$ cat src/rtl/guvm_feed_pkg.sv
// Shared types and constants for the GUVM instruction feeder.
// Also intended for the data-side responder that will reuse the same FIFO.
package guvm_feed_pkg;

    localparam int          FEED_ADDR_W = 32;
    localparam int          FEED_DATA_W = 32;
    localparam logic [31:0] NOP_INSTR   = 32'h0000_0013;  // addi x0,x0,0

    typedef enum logic {IDLE, RESP} resp_state_e;

    typedef struct packed {
        logic [FEED_ADDR_W-1:0] addr;
        logic [FEED_DATA_W-1:0] data;
    } fetch_rec_t;

endpackage

$ cat src/rtl/guvm_sync_fifo.sv
// Synchronous FIFO with an explicit occupancy counter and a one-cycle flush.
// Head word is presented combinationally on pop_data_o.
module guvm_sync_fifo #(
    parameter int  DEPTH = 8,
    parameter int  WIDTH = 32,
    localparam int AW    = $clog2(DEPTH),
    localparam int LW    = AW + 1
) (
    input  logic             clk_i,
    input  logic             rst_i,
    input  logic             push_i,
    input  logic [WIDTH-1:0] push_data_i,
    input  logic             pop_i,
    input  logic             flush_i,
    output logic [WIDTH-1:0] pop_data_o,
    output logic             full_o,
    output logic             empty_o,
    output logic [LW-1:0]    level_o
);

    logic [WIDTH-1:0] mem [DEPTH];
    logic [AW-1:0]    wr_ptr;
    logic [AW-1:0]    rd_ptr;
    logic [LW-1:0]    count;
    logic             do_push;
    logic             do_pop;

    assign full_o     = (count == LW'(DEPTH));
    assign empty_o    = (count == '0);
    assign level_o    = count;
    assign pop_data_o = mem[rd_ptr];

    // Flush wins over both ports so a word pushed alongside it is dropped.
    assign do_push = push_i && !full_o && !flush_i;
    assign do_pop  = pop_i && !empty_o && !flush_i;

    always_ff @(posedge clk_i) begin
        if (rst_i || flush_i) begin
            wr_ptr <= '0;
            rd_ptr <= '0;
            count  <= '0;
        end else begin
            if (do_push) wr_ptr <= wr_ptr + AW'(1);
            if (do_pop)  rd_ptr <= rd_ptr + AW'(1);
            count <= count + LW'(do_push) - LW'(do_pop);
        end
    end

    // Contents need no reset: an empty FIFO never exposes them.
    always_ff @(posedge clk_i) begin
        if (do_push) mem[wr_ptr] <= push_data_i;
    end

endmodule

$ cat src/rtl/guvm_instr_feeder.sv
// OBI-style instruction responder fed by the GUVM driver: combinational grant,
// fixed one-cycle response, fetch address export and an underflow counter.
module guvm_instr_feeder
    import guvm_feed_pkg::*;
#(
    parameter int DEPTH          = 8,
    parameter int DATA_W         = 32,
    parameter int ADDR_W         = 32,
    parameter bit STALL_ON_EMPTY = 1'b1,
    parameter int CNT_W          = 16
) (
    input  logic                     clk_i,
    input  logic                     rst_i,
    input  logic                     push_valid_i,
    input  logic [DATA_W-1:0]        push_data_i,
    output logic                     push_ready_o,
    input  logic                     flush_i,
    input  logic                     instr_req_i,
    input  logic [ADDR_W-1:0]        instr_addr_i,
    output logic                     instr_gnt_o,
    output logic                     instr_rvalid_o,
    output logic [DATA_W-1:0]        instr_rdata_o,
    output logic [ADDR_W-1:0]        fetch_addr_o,
    output logic                     fetch_addr_valid_o,
    output logic [$clog2(DEPTH):0]   level_o,
    output logic [CNT_W-1:0]         underflow_cnt_o
);

    logic              full;
    logic              empty;
    logic [DATA_W-1:0] head;
    logic              gnt;
    logic              pop;
    logic              underflow;
    resp_state_e       state;

    assign gnt = instr_req_i && !flush_i && !rst_i && (!empty || !STALL_ON_EMPTY);
    assign pop = gnt && !empty;
    assign underflow = instr_req_i && empty && !flush_i;

    assign instr_gnt_o        = gnt;
    assign push_ready_o       = !full;
    assign instr_rvalid_o     = (state == RESP);
    assign fetch_addr_valid_o = (state == RESP);

    guvm_sync_fifo #(
        .DEPTH (DEPTH),
        .WIDTH (DATA_W)
    ) u_fifo (
        .clk_i       (clk_i),
        .rst_i       (rst_i),
        .push_i      (push_valid_i),
        .push_data_i (push_data_i),
        .pop_i       (pop),
        .flush_i     (flush_i),
        .pop_data_o  (head),
        .full_o      (full),
        .empty_o     (empty),
        .level_o     (level_o)
    );

    // Response FSM: RESP is occupied exactly in the cycle after any grant.
    always_ff @(posedge clk_i) begin
        if (rst_i) begin
            state         <= IDLE;
            instr_rdata_o <= '0;
            fetch_addr_o  <= '0;
        end else begin
            case (state)
                IDLE:    if (gnt)  state <= RESP;
                RESP:    if (!gnt) state <= IDLE;
                default: state <= IDLE;
            endcase
            if (gnt) begin
                instr_rdata_o <= empty ? DATA_W'(NOP_INSTR) : head;
                fetch_addr_o  <= instr_addr_i;
            end
        end
    end

    always_ff @(posedge clk_i) begin
        if (rst_i)
            underflow_cnt_o <= '0;
        else if (underflow && !(&underflow_cnt_o))
            underflow_cnt_o <= underflow_cnt_o + CNT_W'(1);
    end

endmodule
$ cat config.mk
export PLATFORM = sky130hd
export DESIGN_NAME = guvm_instr_feeder
export DESIGN_NICKNAME = d
export VERILOG_FILES = /design/src/rtl/guvm_feed_pkg.sv /design/src/rtl/guvm_sync_fifo.sv /design/src/rtl/guvm_instr_feeder.sv
export SDC_FILE = /design/constraint.sdc
export NUM_CORES = 1
export LEC_CHECK = 0
export BUFFER_PORTS_ARGS = -buffer_cell sky130_fd_sc_hd__buf_2
export CELL_PAD_IN_SITES_DETAIL_PLACEMENT = 1
export CELL_PAD_IN_SITES_GLOBAL_PLACEMENT = 1
export CORE_ASPECT_RATIO = 2
export CORE_UTILIZATION = 30
export CTS_BUF_LIST = sky130_fd_sc_hd__clkbuf_16
export DETAILED_ROUTE_END_ITERATION = 10
export PLACE_DENSITY_LB_ADDON = 0.1
export SLEW_MARGIN = 5
export SYNTH_ARGS = -nofsm -noshare
export SYNTH_HDL_FRONTEND = slang
export SYNTH_SLANG_ARGS = --single-unit
$ cat constraint.sdc
create_clock -name clk_i -period 5.31 [get_ports clk_i]
set_input_delay 1.593 -clock clk_i [delete_from_list [all_inputs] [get_ports clk_i]]
set_output_delay 1.593 -clock clk_i [all_outputs]
set_load 0.1 [all_outputs]
Word level (Yosys, flattened, before mapping)
Memories as Yosys holds them, arrays and structs flattened. A register that Yosys moved wholly into a read port is not among the register bits.
Index checks and enable logic that the tools add are counted.
Storage, ports and cells
  input port bits: 69
  memory bits (writable): 256
  bits in registers: 59
  memories kept: 1
  word-level logic and storage cells: 35
Memory list
  u_fifo.mem: depth 8, width 32, read ports 1, clocked after memory_dff 1, write ports 1, line guvm_sync_fifo.sv:21  | logic [WIDTH-1:0] mem [DEPTH];
Cells by class
  $add $sub $neg: 5
  eq/ne operators: 1
  mux-type cells: 3
  reductions and logical operators: 19
Operator list (number)
  $add 16x1->16 const B: 1
  $reduce_and 16->1: 1
  $logic_and 1x1->1: 11
  $add 3x1->3 const B: 2
  $logic_not 1->1: 5
  $add 4x1->4: 1
  $eq 4x4->1 const B: 1
  $logic_not 4->1: 1
  $sub 4x1->4: 1
  $mux 1: 3
  $logic_or 1x1->1: 1

Logic depth before layout (Yosys ltp)
  word-level depth: 8
  depth in mapped cells: 13
  depth with buffers taken out: 12

Modules after synthesis
From an unflattened synthesis, not the netlist that was laid out.
Second synthesis, totals
  cell total of the unflattened synthesis: 834
  area, all modules: 13696.9 sq um
By module, submodules not included
  guvm_sync_fifo: cells each 454, times used 1, area each 10465.0 sq um
  guvm_instr_feeder: cells each 380, times used 1, area each 3231.8 sq um

Worst setup path before layout
No wires, ideal clock.
  path type: register to register
  from: reg u_fifo.count[2] (netlist: u_fifo.level_o[2])
  to: mem u_fifo.mem[0][0] (enable)
  cell stages (with the launch flop): 7
  path buffers: 1
  arrival: 5891 ps
  required time: 4807 ps
  setup slack: -1084 ps
  cells stage by stage: dfxtp_1 inv_1 ha_1 or3b_2 clkbuf_1 nand3b_1 nor4_1
Between the ends
  cells in the longest elaborated chain, start to end: 6
RTL lines
  from (decl): line guvm_sync_fifo.sv:24  | logic [LW-1:0] count;
  from (signal assigned): line guvm_sync_fifo.sv:45  | count <= count + LW'(do_push) - LW'(do_pop);
  $eq 4x4->1: line guvm_sync_fifo.sv:28  | assign full_o = (count == LW'(DEPTH));
  $logic_not 1->1
  via push_ready_o: line guvm_instr_feeder.sv:16  | output logic push_ready_o,
  $logic_and 1x1->1 (2 in a row): line guvm_sync_fifo.sv:34  | assign do_push = push_i && !full_o && !flush_i;
  $mux 1: line guvm_sync_fifo.sv:51  | if (do_push) mem[wr_ptr] <= push_data_i;
  $mux 1 (implied by the code): line guvm_sync_fifo.sv:51
  to (decl): line guvm_sync_fifo.sv:21
The timed path passes the listed nets, and every way through them passes these cells.

Worst setup path in the final report
  from: in flush_i
  to: out instr_gnt_o
Between the ends
  cells in the longest elaborated chain, start to end: 4
RTL lines
  from (decl): line guvm_instr_feeder.sv:17  | input logic flush_i,
  $logic_not 1->1: line guvm_instr_feeder.sv:37  | assign gnt = instr_req_i && !flush_i && !rst_i && (!empty || !STALL_ON_EMPTY);
  $logic_and 1x1->1 (3 in a row): line guvm_instr_feeder.sv:37
  to (decl): line guvm_instr_feeder.sv:20  | output logic instr_gnt_o,
Every way passes these cells.

==> impl_metrics.env <==
export IMPL_vias_per_cell=4.83
export IMPL_nets=1036
export IMPL_synth_seq_cells=347
export IMPL_yosys_warnings=0
export IMPL_synth_cell_area_mm2=0.0131
export IMPL_yosysSeqAreaShare_pct=72.5
export IMPL_antenna_found_initial=0
export IMPL_switchingPower_mw=1.24
export IMPL_p_total_mw=5.63
export IMPL_grt_usage_pct=14.9
export IMPL_routabilityCongestion=0.700
export IMPL_root_buffer="clkbuf_16"
export IMPL_cp_arrival_ps=2440
export IMPL_tightest_slew_ps=727
export IMPL_io_pin_count=157
export IMPL_cts_resized=0
export IMPL_drt_pass1_iterations=4
export IMPL_crit_fanout=5
export IMPL_fmax_mhz=248
export IMPL_cts_max_level=2
export IMPL_maxSlewHeadroom_pct=51.5
export IMPL_start_kind="input pin"
export IMPL_drtIter0Drc=231
export IMPL_vias=7403
export IMPL_critPathRequiredTime_ps=3720
export IMPL_drc=0
export IMPL_cts_buffers=35
export IMPL_clkPwrFrac_pct=43.5
export IMPL_finalNonFillerCells=1534
export IMPL_post_route_period_util_pct=75.9
export IMPL_cts_setup_buffers=0
export IMPL_grt_pass1_vias=8031
export IMPL_yosys_most_used_dff="edfxtp_1"
export IMPL_finalHoldViolCount=0
export IMPL_holdCritStartpoint="fetch_addr_o[16]"
export IMPL_grt_max_degree=55
export IMPL_clock_sinks=347
export IMPL_r2r_slack_ps=2440
export IMPL_async_flop_share_pct=0
export IMPL_die_area_mm2=0.0446
export IMPL_skew_ps=20.9
export IMPL_rsz0062_at_grt="no"
export IMPL_hold_path_class="reg2reg"
export IMPL_synth_nets=870
export IMPL_area_delta_synth_final_pct=20.0
export IMPL_dp_hpwl_um=19900
export IMPL_p_comb_share_pct=4.1
export IMPL_path_class="in2out"
export IMPL_antenna_cells=0
export IMPL_drv_cap=0
export IMPL_synth_edf_count=256
export IMPL_wl_per_cell_um=21.1
export IMPL_setup_worst_path_start="flush_i"
export IMPL_die_h_um=298
export IMPL_clock_path_buffers=3
export IMPL_core_area_mm2=0.0432
export IMPL_die_x_um=150
export IMPL_syn_inst=791
export IMPL_layout_drive_gt1_share_pct=31.7
export IMPL_worstReg2RegStart="u_fifo.level_o[2]"
export IMPL_insertion_delay_ps=530
export IMPL_syn_avg_cell_area_um2=16.6
export IMPL_worstSetupEndpointType="output pin"
export IMPL_place_inst=1470
export IMPL_cts_hold_buf=0
export IMPL_period_needed_ps=4030
export IMPL_wirelength_um=32400
export IMPL_cts_clk_slew_worst_paths_ps=60
export IMPL_switching_share_pct=22.0
export IMPL_status="completed"
export IMPL_mostFrequentLayoutCells="edfxtp_1, buf_2, dfxtp_1"
export IMPL_port_buffers=156
export IMPL_final_antenna_net_count=0
export IMPL_rows=108
export IMPL_cts_tree="yes"
export IMPL_power_leakage_nw=5.36
export IMPL_synth_cell_types=47
export IMPL_ir_drop_uv=213
export IMPL_setup_tns_ps=0
export IMPL_p_int_mw=4.39
export IMPL_final_common_cell="edfxtp_1"
export IMPL_initial_core_util_pct=30.3
export IMPL_overflow=0
export IMPL_grt_pass1_wl_um=49000
export IMPL_power_frac_seq_pct=52.3
export IMPL_power_density_mw_per_mm2=357
export IMPL_setup_viol=0
export IMPL_drv_slew=0
==> metal layers <==
metal  vias up  routed length, um  GRT usage, %
li1       3400                  -             -
met1      3792              12100          15.9
met2       171              18300          28.9
met3        40               1340          2.19
met4         0                690          4.79
met5         -                  0             0
==> power by group through the flow <==
stage	sequential, mW	combinational (mW)	clock, mW
6_report	2.94	0.233	2.45
5_1_grt	2.95	0.250	2.63
4_1_cts	2.94	0.239	2.55
3_5_place_dp	3.00	0.239	0
3_3_place_gp	3.00	0.236	0
2_1_floorplan	3.07	0.0733	0
==> state kept, by name, indices dropped and copies added, names as in the netlist <==
| name | flops |
|---|---|
| u_fifo.level_o | 4 |
| instr_rdata_o | 32 |
| u_fifo.rd_ptr | 3 |
| fetch_addr_o | 32 |
| fetch_addr_valid_o | 1 |
| underflow_cnt_o | 16 |
| u_fifo.mem | 256 |
| u_fifo.wr_ptr | 3 |
==> through the flow <==
step / util (%) / worst slack (ps) / hold WS (ps) / instance area [um2]
after floorplan: - / -236 / 516 / 13100
after global placement: 33.8 / 1310 / 439 / 14600
after detailed placement: 33.8 / 1270 / 447 / 14600
after CTS: 36.4 / 1260 / 456 / 15800
after global routing: 36.4 / 1200 / 473 / 15800
final: 36.4 / 1280 / 452 / 15800
==> Yosys cell counts (all sizes together) (3+ instances only) <==
master | number | area [um2]
mux4 | 64 | 1440
and3 | 4 | 26.3
clkbuf | 30 | 114
o21ai | 35 | 175
nand3 | 9 | 55.1
a21oi | 73 | 365
nor3 | 6 | 30.0
or4 | 5 | 37.5
nor2b | 4 | 25.0
xnor2 | 5 | 43.8
o31ai | 5 | 37.5
dfxtp | 91 | 1820
edfxtp | 256 | 7690
nor2 | 17 | 63.8
ha | 9 | 113
nor4 | 4 | 25.0
inv | 14 | 52.6
mux2 | 3 | 33.8
mux2i | 33 | 330
buf | 15 | 78.8
nand2 | 78 | 293
nand4 | 6 | 52.6
==> path summary, 6_finish.rpt <==
| path | to | cells after the start |
|---|---|---|
| setup reg to reg | u_fifo.level_o[2] | 12 |
| hold reg to reg | fetch_addr_o[16] | 2 |
| hold / removal | fetch_addr_o[16] | 2 |
| setup / recovery | instr_gnt_o | 5 |
==> kinds of logic (layout without fill, tap and decap cells) <==
kind of cell,Yosys count,after routing,share of synthesized area [%]
xor+xnor,6,6,0.400
flops,347,347,72.5
compound gates,124,124,5.09
mux,100,100,13.8
simple gates,145,145,5.40
buf+inv,59,252,1.87
fa+ha+maj,10,10,1.01
==> worst max-delay path: stages <==
cell	delay [ps]
buf_2	130
nor2_1	300
nand3_2	140
clkinv_2	90
buf_12	170
==> cell type report <==
| cell class | count | area [um2] |
|---|---|---|
| clock buffers | 38 | 951 |
| clock inverters | 26 | 181 |
| fillers | 4471 | 27500 |
| inverters | 14 | 53.8 |
| multi-input cells | 385 | 3430 |
| flip-flops and latches | 347 | 9520 |
| well taps | 550 | 688 |
| repair buffers | 174 | 931 |
No activity file was read; power rests on OpenSTA's default activity.
